[src/rtl/multiplicador_divisor_pkg.sv]
// Shared definitions for the iterative MIPS multiply/divide unit:
// operation codes, FSM states and the default operand width.
package multiplicador_divisor_pkg;

  localparam int LARGURA_PADRAO = 32;

  localparam logic [2:0] OP_MULT  = 3'b000;
  localparam logic [2:0] OP_MULTU = 3'b001;
  localparam logic [2:0] OP_DIV   = 3'b010;
  localparam logic [2:0] OP_DIVU  = 3'b011;
  localparam logic [2:0] OP_MTHI  = 3'b100;
  localparam logic [2:0] OP_MTLO  = 3'b101;

  typedef enum logic [1:0] {
    OCIOSO = 2'd0,
    CALC   = 2'd1,
    AJUSTE = 2'd2,
    FIM    = 2'd3
  } estado_t;

endpackage

[src/rtl/multiplicador_divisor_passo.sv]
// One combinational iteration: add-shift for multiply,
// trial-subtract (restoring) for divide.
module md_passo_iterativo
  import multiplicador_divisor_pkg::*;
#(
  parameter int LARGURA = LARGURA_PADRAO
) (
  input  logic               modo_div,
  input  logic [LARGURA:0]   acc,
  input  logic [LARGURA-1:0] quo,
  input  logic [LARGURA-1:0] oper,
  output logic [LARGURA:0]   acc_prox,
  output logic [LARGURA-1:0] quo_prox
);

  logic [LARGURA:0]   soma;
  logic [LARGURA:0]   desloc;
  logic [LARGURA+1:0] dif;

  always_comb begin
    soma     = quo[0] ? acc + {1'b0, oper} : acc;
    desloc   = {acc[LARGURA-1:0], quo[LARGURA-1]};
    dif      = {1'b0, desloc} - {2'b00, oper};
    acc_prox = {1'b0, soma[LARGURA:1]};
    quo_prox = {soma[0], quo[LARGURA-1:1]};
    if (modo_div) begin
      // negative trial result means restore the shifted remainder
      if (dif[LARGURA+1]) begin
        acc_prox = desloc;
        quo_prox = {quo[LARGURA-2:0], 1'b0};
      end else begin
        acc_prox = dif[LARGURA:0];
        quo_prox = {quo[LARGURA-2:0], 1'b1};
      end
    end
  end

endmodule

[src/rtl/multiplicador_divisor.sv]
// Iterative MIPS MULT/MULTU/DIV/DIVU/MTHI/MTLO unit with HI/LO
// registers and a start/busy/done handshake.
module multiplicador_divisor
  import multiplicador_divisor_pkg::*;
#(
  parameter int LARGURA = LARGURA_PADRAO
) (
  input  logic               md_in_clk,
  input  logic               md_in_rst_n,
  input  logic               md_in_start,
  input  logic [2:0]         md_in_op,
  input  logic [LARGURA-1:0] md_in_rs,
  input  logic [LARGURA-1:0] md_in_rt,
  input  logic               md_in_cancel,
  output logic               md_out_busy,
  output logic               md_out_done,
  output logic               md_out_div_zero,
  output logic [LARGURA-1:0] md_out_hi,
  output logic [LARGURA-1:0] md_out_lo
);

  localparam int CW = (LARGURA > 1) ? $clog2(LARGURA) : 1;
  localparam logic [CW-1:0] ULTIMO = CW'(LARGURA - 1);

  estado_t              estado_q, estado_d;
  logic [CW-1:0]        cnt_q, cnt_d;
  logic [LARGURA:0]     acc_q, acc_d;
  logic [LARGURA-1:0]   quo_q, quo_d;
  logic [LARGURA-1:0]   oper_q, oper_d;
  logic                 modo_div_q, modo_div_d;
  logic                 neg_hi_q, neg_hi_d;
  logic                 neg_lo_q, neg_lo_d;
  logic                 dz_q, dz_d;
  logic [LARGURA-1:0]   hi_q, hi_d;
  logic [LARGURA-1:0]   lo_q, lo_d;
  logic                 done_q, done_d;
  logic                 dzp_q, dzp_d;

  logic [LARGURA:0]     acc_passo;
  logic [LARGURA-1:0]   quo_passo;
  logic                 sa, sb, eh_div, op_md, rt_zero;
  logic [LARGURA-1:0]   mag_rs, mag_rt;
  logic [2*LARGURA-1:0] produto, prod_neg;

  md_passo_iterativo #(.LARGURA(LARGURA)) u_passo (
    .modo_div (modo_div_q),
    .acc      (acc_q),
    .quo      (quo_q),
    .oper     (oper_q),
    .acc_prox (acc_passo),
    .quo_prox (quo_passo)
  );

  always_comb begin
    estado_d   = estado_q;
    cnt_d      = cnt_q;
    acc_d      = acc_q;
    quo_d      = quo_q;
    oper_d     = oper_q;
    modo_div_d = modo_div_q;
    neg_hi_d   = neg_hi_q;
    neg_lo_d   = neg_lo_q;
    dz_d       = dz_q;
    hi_d       = hi_q;
    lo_d       = lo_q;
    done_d     = 1'b0;
    dzp_d      = 1'b0;

    sa       = ~md_in_op[0] & md_in_rs[LARGURA-1];
    sb       = ~md_in_op[0] & md_in_rt[LARGURA-1];
    mag_rs   = sa ? -md_in_rs : md_in_rs;
    mag_rt   = sb ? -md_in_rt : md_in_rt;
    eh_div   = md_in_op[1];
    op_md    = ~md_in_op[2];
    rt_zero  = (md_in_rt == '0);
    produto  = {acc_q[LARGURA-1:0], quo_q};
    prod_neg = -produto;

    unique case (estado_q)
      OCIOSO: begin
        if (md_in_start) begin
          unique case (1'b1)
            op_md: begin
              estado_d   = CALC;
              cnt_d      = '0;
              acc_d      = '0;
              modo_div_d = eh_div;
              quo_d      = eh_div ? mag_rs : mag_rt;
              oper_d     = eh_div ? mag_rt : mag_rs;
              // divide-by-zero keeps an all-ones quotient
              neg_lo_d   = (sa ^ sb) & ~(eh_div & rt_zero);
              neg_hi_d   = eh_div ? sa : (sa ^ sb);
              dz_d       = eh_div & rt_zero;
            end
            (md_in_op == OP_MTHI): hi_d = md_in_rs;
            (md_in_op == OP_MTLO): lo_d = md_in_rs;
            default: ;
          endcase
        end
      end
      CALC: begin
        if (md_in_cancel) begin
          estado_d = OCIOSO;
        end else begin
          acc_d = acc_passo;
          quo_d = quo_passo;
          cnt_d = cnt_q + 1'b1;
          if (cnt_q == ULTIMO) estado_d = AJUSTE;
        end
      end
      AJUSTE: begin
        if (md_in_cancel) begin
          estado_d = OCIOSO;
        end else begin
          estado_d = FIM;
          if (modo_div_q) begin
            if (neg_lo_q) quo_d = -quo_q;
            if (neg_hi_q) acc_d = {1'b0, -acc_q[LARGURA-1:0]};
          end else if (neg_lo_q) begin
            acc_d = {1'b0, prod_neg[2*LARGURA-1:LARGURA]};
            quo_d = prod_neg[LARGURA-1:0];
          end
        end
      end
      FIM: begin
        estado_d = OCIOSO;
        hi_d     = acc_q[LARGURA-1:0];
        lo_d     = quo_q;
        done_d   = 1'b1;
        dzp_d    = dz_q;
      end
      default: estado_d = OCIOSO;
    endcase
  end

  always_ff @(posedge md_in_clk or negedge md_in_rst_n) begin
    if (!md_in_rst_n) begin
      estado_q   <= OCIOSO;
      cnt_q      <= '0;
      acc_q      <= '0;
      quo_q      <= '0;
      oper_q     <= '0;
      modo_div_q <= 1'b0;
      neg_hi_q   <= 1'b0;
      neg_lo_q   <= 1'b0;
      dz_q       <= 1'b0;
      hi_q       <= '0;
      lo_q       <= '0;
      done_q     <= 1'b0;
      dzp_q      <= 1'b0;
    end else begin
      estado_q   <= estado_d;
      cnt_q      <= cnt_d;
      acc_q      <= acc_d;
      quo_q      <= quo_d;
      oper_q     <= oper_d;
      modo_div_q <= modo_div_d;
      neg_hi_q   <= neg_hi_d;
      neg_lo_q   <= neg_lo_d;
      dz_q       <= dz_d;
      hi_q       <= hi_d;
      lo_q       <= lo_d;
      done_q     <= done_d;
      dzp_q      <= dzp_d;
    end
  end

  assign md_out_busy     = (estado_q != OCIOSO);
  assign md_out_done     = done_q;
  assign md_out_div_zero = dzp_q;
  assign md_out_hi       = hi_q;
  assign md_out_lo       = lo_q;

endmodule
[config.mk]
export PLATFORM = sky130hd
export DESIGN_NAME = multiplicador_divisor
export DESIGN_NICKNAME = d
export VERILOG_FILES = /design/src/rtl/multiplicador_divisor_pkg.sv /design/src/rtl/multiplicador_divisor_passo.sv /design/src/rtl/multiplicador_divisor.sv
export SDC_FILE = /design/constraint.sdc
export NUM_CORES = 1
export LEC_CHECK = 0
export BUFFER_PORTS_ARGS = -buffer_cell sky130_fd_sc_hd__buf_2
export CAP_MARGIN = 10
export CORE_MARGIN = 4
export CORE_UTILIZATION = 30
export DETAILED_ROUTE_END_ITERATION = 7
export GPL_ROUTABILITY_DRIVEN = 0
export PLACE_DENSITY = 0.47
export SYNTH_ARGS = -nofsm -noshare
export SYNTH_HDL_FRONTEND = slang
export SYNTH_SLANG_ARGS = --single-unit
[constraint.sdc]
create_clock -name md_in_clk -period 3.01 [get_ports md_in_clk]
set_input_delay 0.602 -clock md_in_clk [delete_from_list [all_inputs] [get_ports md_in_clk]]
set_output_delay 0.602 -clock md_in_clk [all_outputs]
set_load 0.03 [all_outputs]
==> results of run 1 <==
-- synth_stat cells (11+ instances only) --
cell | instances | area [um^2]
a211oi_1 | 23 | 173
a21o_1 | 27 | 203
a21oi_1 | 257 | 1290
a22oi_1 | 11 | 82.6
a31oi_1 | 19 | 119
and3_1 | 12 | 75.1
clkbuf_1 | 128 | 480
dfrtp_1 | 174 | 4350
ha_1 | 74 | 926
inv_1 | 73 | 274
mux2_2 | 14 | 158
mux2i_1 | 67 | 671
nand2_1 | 208 | 781
nand2b_1 | 17 | 106
nand3_1 | 36 | 180
nand4_1 | 18 | 113
nor2_1 | 179 | 672
nor2b_1 | 40 | 250
nor3_1 | 53 | 265
nor4_1 | 20 | 125
o211ai_1 | 15 | 113
o21ai_0 | 198 | 991
o21bai_1 | 11 | 82.6
o221ai_1 | 30 | 263
o31ai_1 | 23 | 173
o41ai_1 | 12 | 105
or3_1 | 22 | 138
or4_1 | 11 | 82.6
xnor2_1 | 65 | 569
xor2_1 | 64 | 561
-- layer usage --
metal | track usage [%] | vias to the layer above | part of all wire, %
li1 | - | 8296 | -
met2 | 39.8 | 701 | 46
met4 | 9.09 | 0 | 3.5
met3 | 5.94 | 136 | 7.3
met5 | 0 | - | 0
met1 | 32.7 | 8618 | 43
-- area by class of cell --
type                       count  area share, %
clock buffer                  17           2.03
clock inverter                15           1.07
inverter                      76           1.37
multi-input combinational   1673           53.5
sequential                   174           20.8
tap                          680           4.07
timing repair buffer         499           17.1
-- worst paths after layout --
kind	start	end	slack (ns)
worst max-delay path	quo_q[31]$_DFFE_PN0P_	acc_q[29]$_DFFE_PN0P_	-0.14
max in group asynchronous	md_in_rst_n	quo_q[0]$_DFFE_PN0P_	2.20
worst min-delay path	md_in_rst_n	md_out_lo[3]$_DFFE_PN0P_	0.08
worst max register to register	quo_q[31]$_DFFE_PN0P_	acc_q[29]$_DFFE_PN0P_	-0.14
worst min register to register	neg_hi_q$_DFFE_PN0P_	neg_hi_q$_DFFE_PN0P_	0.49
min in group md_in_clk	neg_hi_q$_DFFE_PN0P_	neg_hi_q$_DFFE_PN0P_	0.49
-- state kept, by name, summed over array words and instances, names as in the netlist --
name             flops
estado_q             2
quo_q               32
modo_div_q           1
cnt_q                5
md_out_div_zero      1
md_out_hi           32
neg_lo_q             1
dz_q                 1
md_out_lo           32
oper_q              32
neg_hi_q             1
acc_q               33
md_out_done          1
-- critical path: stages, from the launching register on --
cell	delay (ns)
dfrtp_1	0.41
buf_6	0.14
or2_1	0.23
or4_4	0.42
o41a_1	0.41
or4b_4	0.62
or3_4	0.39
nor3_4	0.13
nor3_1	0.07
a21oi_1	0.11
o21ai_1	0.08
-- power by group --
part	internal, mW	total (mW)	switching [mW]
sequential	3.35	4.26	0.911
combinational	7.31	17.8	10.5
clock	1.42	2.58	1.16
total	12.1	24.6	12.6
-- metrics by stage --
stage	setup slack, ns	std cells	cell area (um^2)	hold WS [ns]
6_report	-0.136	3134	20900	0.0831
5_1_grt	-0.230	3134	20900	0.0942
4_1_cts	-0.189	3115	20400	0.0848
3_5_place_dp	-0.351	3068	19400	0.473
3_3_place_gp	-0.359	3068	19400	0.466
2_1_floorplan	0.0415	2077	15900	0.306
-- cell families (layout without fill, tap and decap cells) --
family	after synthesis	in the layout	synth area share [%]
adders and majority gates	76	76	6.10
DFF	174	174	27.5
muxes	81	81	5.23
xor gates and xnor gates	129	129	7.13
AOI/OAI and AO/OA	724	724	28.0
buffers and inverters	230	607	5.75
and+or+nand+nor	663	663	20.3
-- repair_timing --
item,4_1_cts,5_1_grt
endpoints found under the setup margin,25,32
setup buffers,19,20
resized for setup,59,87
pin swaps,30,57
==> impl_metrics.toml, run 1 <==
[run_status]
status = "finished with violations"
violations_in_the_final_reports = "negative setup slack"

[synthesis]
synth.distinct_cells = 82
synth_area_um2 = 15800
seq_area_frac_synth_pct = 27.5
asyncSetResetFlopFracSynth_pct = 100
synth_enable_flop_cells = 0
post_synth.cell_area_avg_um2 = 7.63
synth-main-ff-cell = "dfrtp_1"
yosys_warnings = 0
synthesis.nets = 2224
synth-seq-cells = 174
synthCells = 2077

[route]
detailedRoute.firstPassIterationCount = 5
drt.antenna.violating_nets = 0
total_vias_in_the_final_route = 17800
drt_iter0_drc = 1807
wl_per_cell_um = 23.2
finalWirelength_mm = 72.7
drc_errors = 0
viasPerCell = 5.66

[sta]
report.final.setup_viol = 6
totalNegativeSetupSlack_ns = -0.445
timing_worst_slew_pin_value_ns = 0.850
clock_skew_ns = 0.0164
max_clock_freq_mhz = 318
layout_min_cycle_time_ns = 3.15
grt_setup_unrepaired = "yes"
hold_viol = 0
finalCritPeriodShare_pct = 105
slew-limit-headroom_pct = 43.3
fin_ws_ns = -0.136
report.final.slew_viol_count = 0

[floorplanning]
core_area_um2 = 51800
fp-row-count = 83
top_level_pins = 138
die_width_um = 238
initial_util_pct = 30.6
die_footprint_um2 = 56600
chipHeight_um = 238

[finish]
n_fill_cell = 5338
antennaDiodeCount = 0
area_growth_pct = 32.1
ff_latch_area_um2 = 4360
postLayoutCoreUtil_pct = 40.4
final_cell_mix = "buf_4 (339), a21oi_1 (243), nand2_1 (206)"
multi_input_area_um2 = 11200
final_common_cell = "buf_4"
drive_gt1_share_pct = 27.3
finalNetCount = 2588

[pwr]
power_per_cell_area_nw_per_um2 = 1180
power_leakage_nw = 9.28
irDropWorstVdd_mv = 0.451
fin_total_pwr_mw = 24.6

[hold_path]
min_path_type = "in -> async"

[global_route]
number_of_global_route_vias_before_repair = 17100
grt_max_degree = 99
grt_first_pass_wirelength_mm = 107
antenna_found_initial = 3
gr-total-overflow = 0
grtUsageTotal_pct = 24.8

[clocking]
cts_buffers = 17
insertion_delay_ns = 0.50
clk_pin_slew_worst_paths_ns = 0.07
cts_hold_repair.buffers = 0
cts_max_path_buffers = 2
cts_tree = "built"
htree_levels = 4
cts.sink_count = 174
cts_root_buf = "clkbuf_16"

[worst_setup_path]
worstPathArrival_ns = 3.51
rr_worst_depth = 10
worst-endpoint-required_ns = 3.37
crit_path_max_fanout = 4
endpoint_kind = "flip-flop"
type_of_the_setup_path_with_the_least_slack = "reg -> reg"
setup.worst_path.start_class = "flip-flop"

[placed_design]
place_hpwl_mm = 57.5
count_of_buffers_inserted_at_the_top_level_ports = 137

[run]
max_capacitance_violation_count = 0
(Power assumes the default switching activity.)
==> run 2: changes to the inputs <==
--- a/config.mk
+++ b/config.mk
@@ -12,6 +12,7 @@
 export DETAILED_ROUTE_END_ITERATION = 7
 export GPL_ROUTABILITY_DRIVEN = 0
 export PLACE_DENSITY = 0.47
+export SKIP_LAST_GASP = 1
 export SYNTH_ARGS = -nofsm -noshare
 export SYNTH_HDL_FRONTEND = slang
 export SYNTH_SLANG_ARGS = --single-unit
==> run 2 against run 1 <==
The run still ends with negative setup slack left. Register-to-register slack barely moved. Sequential power barely moved. Non-clock buffer count fell by 1. Clock-buffer cell count did not move. Global-route usage barely moved. Clock skew rose by 0.0019 ns. Hold slack got worse by 0.0049 ns. Power fell by 0.20%. Sequential share of layout area barely moved. Die area did not move. Maximum frequency barely moved. Critical endpoint unchanged. Highest routed layer unchanged.
==> impl_metrics.toml, run 2 (synthesized netlist as in run 1, its figures left out) <==
[route]
drt.antenna.violating_nets = 0
dr_wl_met3_mm = 5.08
top_signal_layer_used = "met4"
detailedRoute.firstPassIterationCount = 5
route.layer.met1.wl_mm = 31.5
met2RoutedLength_mm = 33.8
total_vias_in_the_final_route = 17800
finalWirelength_mm = 72.9
drc_errors = 0
drt_iter0_drc = 1796
wl_per_cell_um = 23.3
viasPerCell = 5.68

[finish]
finalNetCount = 2587
final_common_cell = "buf_4"
area_growth_pct = 31.8
final_cell_mix = "buf_4 (340), a21oi_1 (243), nand2_1 (206)"
drive_gt1_share_pct = 26.9
final_area_um2 = 20900
n_fill_cell = 5343
antennaDiodeCount = 0
registers.top_by_ff_count = "acc_q"
postLayoutCoreUtil_pct = 40.3
flip_flop_count_of_the_largest_register_after_layout = 33

[clocking]
clk_pin_slew_worst_paths_ns = 0.07
cts_tree = "built"
cts.sink_count = 174
insertion_delay_ns = 0.50
cts_max_path_buffers = 2
cts_root_buf = "clkbuf_16"
htree_levels = 4
cts_buffers = 17

[floorplanning]
die_width_um = 238
core_area_um2 = 51800
die_footprint_um2 = 56600
fp-row-count = 83
top_level_pins = 138
chipHeight_um = 238
initial_util_pct = 30.6

[worst_setup_path]
worst-endpoint-required_ns = 3.37
endpoint_of_the_lowest_slack_register_to_register_path = "acc_q[29]$_DFFE_PN0P_"
setup.worst_path.start_class = "flip-flop"
worstPathArrival_ns = 3.51
ff2ff_setup_slack_ns = -0.14
worstReg2RegStart = "quo_q[31]$_DFFE_PN0P_"
rr_worst_depth = 10
crit_path_max_fanout = 4
endpoint_kind = "flip-flop"
type_of_the_setup_path_with_the_least_slack = "reg -> reg"

[pwr]
power_leakage_nw = 9.28
power_per_cell_area_nw_per_um2 = 1180
irDropWorstVdd_mv = 0.447

[run_status]
violations_in_the_final_reports = "negative setup slack"
status = "finished with violations"

[global_route]
grt_first_pass_wirelength_mm = 107
grt_max_degree = 99
grtUsageTotal_pct = 24.8
antenna_found_initial = 3
gr-total-overflow = 0
number_of_global_route_vias_before_repair = 17100

[sta]
slew-limit-headroom_pct = 43.7
report.final.slew_viol_count = 0
finalCritPeriodShare_pct = 105
clock_skew_ns = 0.0183
layout_min_cycle_time_ns = 3.15
fin_ws_ns = -0.137
timing_worst_slew_pin_value_ns = 0.845
max_clock_freq_mhz = 318
totalNegativeSetupSlack_ns = -0.682
grt_setup_unrepaired = "yes"
report.final.setup_viol = 8
hold_viol = 0

[run]
max_capacitance_violation_count = 0

[placed_design]
dp_slack_ns = -0.351
post_dp_cell_area_um2 = 19400
count_of_buffers_inserted_at_the_top_level_ports = 137
place_hpwl_mm = 57.5

[hold_path]
min_path_type = "in -> async"
run 2: cell type report:
| type | count | area (um^2) | area share, % |
|---|---|---|---|
| flip-flops and latches | 174 | 4360 | 20.9 |
| inverters | 76 | 285 | 1.37 |
| clock inverters | 15 | 224 | 1.07 |
| well taps | 680 | 851 | 4.07 |
| multi-input cells | 1673 | 11200 | 53.5 |
| repair buffers | 498 | 3570 | 17.1 |
| clock buffers | 17 | 425 | 2.04 |
run 2: per-stage QoR:
| step | hold WS (ns) | std cells | power, mW |
|---|---|---|---|
| 6_report | 0.0782 | 3133 | 24.6 |
| 5_1_grt | 0.0942 | 3133 | 26.2 |
| 4_1_cts | 0.0848 | 3115 | 23.7 |
| 3_5_place_dp | 0.473 | 3068 | 20.4 |
| 3_3_place_gp | 0.466 | 3068 | 20.4 |
| 2_1_floorplan | 0.306 | 2077 | 13.7 |
run 2: per-layer routing:
metal  GRT usage [%]  vias to the layer above
li1                -                     8301
met1            32.7                     8624
met2            39.8                      713
met3            5.94                      142
met4            9.09                        0
met5               0                        -
run 2: repair_timing:
action / CTS / global route
hold buffers: 0 / 0
hold endpoints to repair: 0 / 0
setup buffers: 19 / 18
gates resized for setup: 57 / 81
pin swaps: 30 / 50
gates cloned: 0 / 0
setup endpoints to repair: 25 / 32
run 2: worst max path at each step:
stage                     startpoint                      to  slack (ns)  cells after the start
2_1_floorplan  quo_q[31]$_DFFE_PN0P_   acc_q[20]$_DFFE_PN0P_        0.04                     13
3_3_place_gp             md_in_rs[8]  oper_q[16]$_DFFE_PN0P_       -0.36                      9
3_5_place_dp             md_in_rs[8]  oper_q[16]$_DFFE_PN0P_       -0.35                      9
4_1_cts         acc_q[0]$_DFFE_PN0P_   acc_q[27]$_DFFE_PN0P_       -0.19                     10
5_1_grt        quo_q[31]$_DFFE_PN0P_   acc_q[17]$_DFFE_PN0P_       -0.24                     10
6_report       quo_q[31]$_DFFE_PN0P_   acc_q[29]$_DFFE_PN0P_       -0.14                     10
run 2: power breakdown:
group	total, mW	internal [mW]	switching (mW)	leakage [nW]
logic	17.8	7.28	10.5	6.79
clock network	2.57	1.42	1.15	0.316
registers	4.26	3.35	0.906	2.17
run 2: worst max-delay path, cell delays in order (launching register included):
cell and delay [ns]:
dfrtp_1 0.40, buf_6 0.14, or2_1 0.23, or4_4 0.42
o41a_1 0.42, or4b_4 0.62, or3_4 0.39, nor3_4 0.13
nor3_1 0.07, a21oi_1 0.11, o21ai_1 0.08
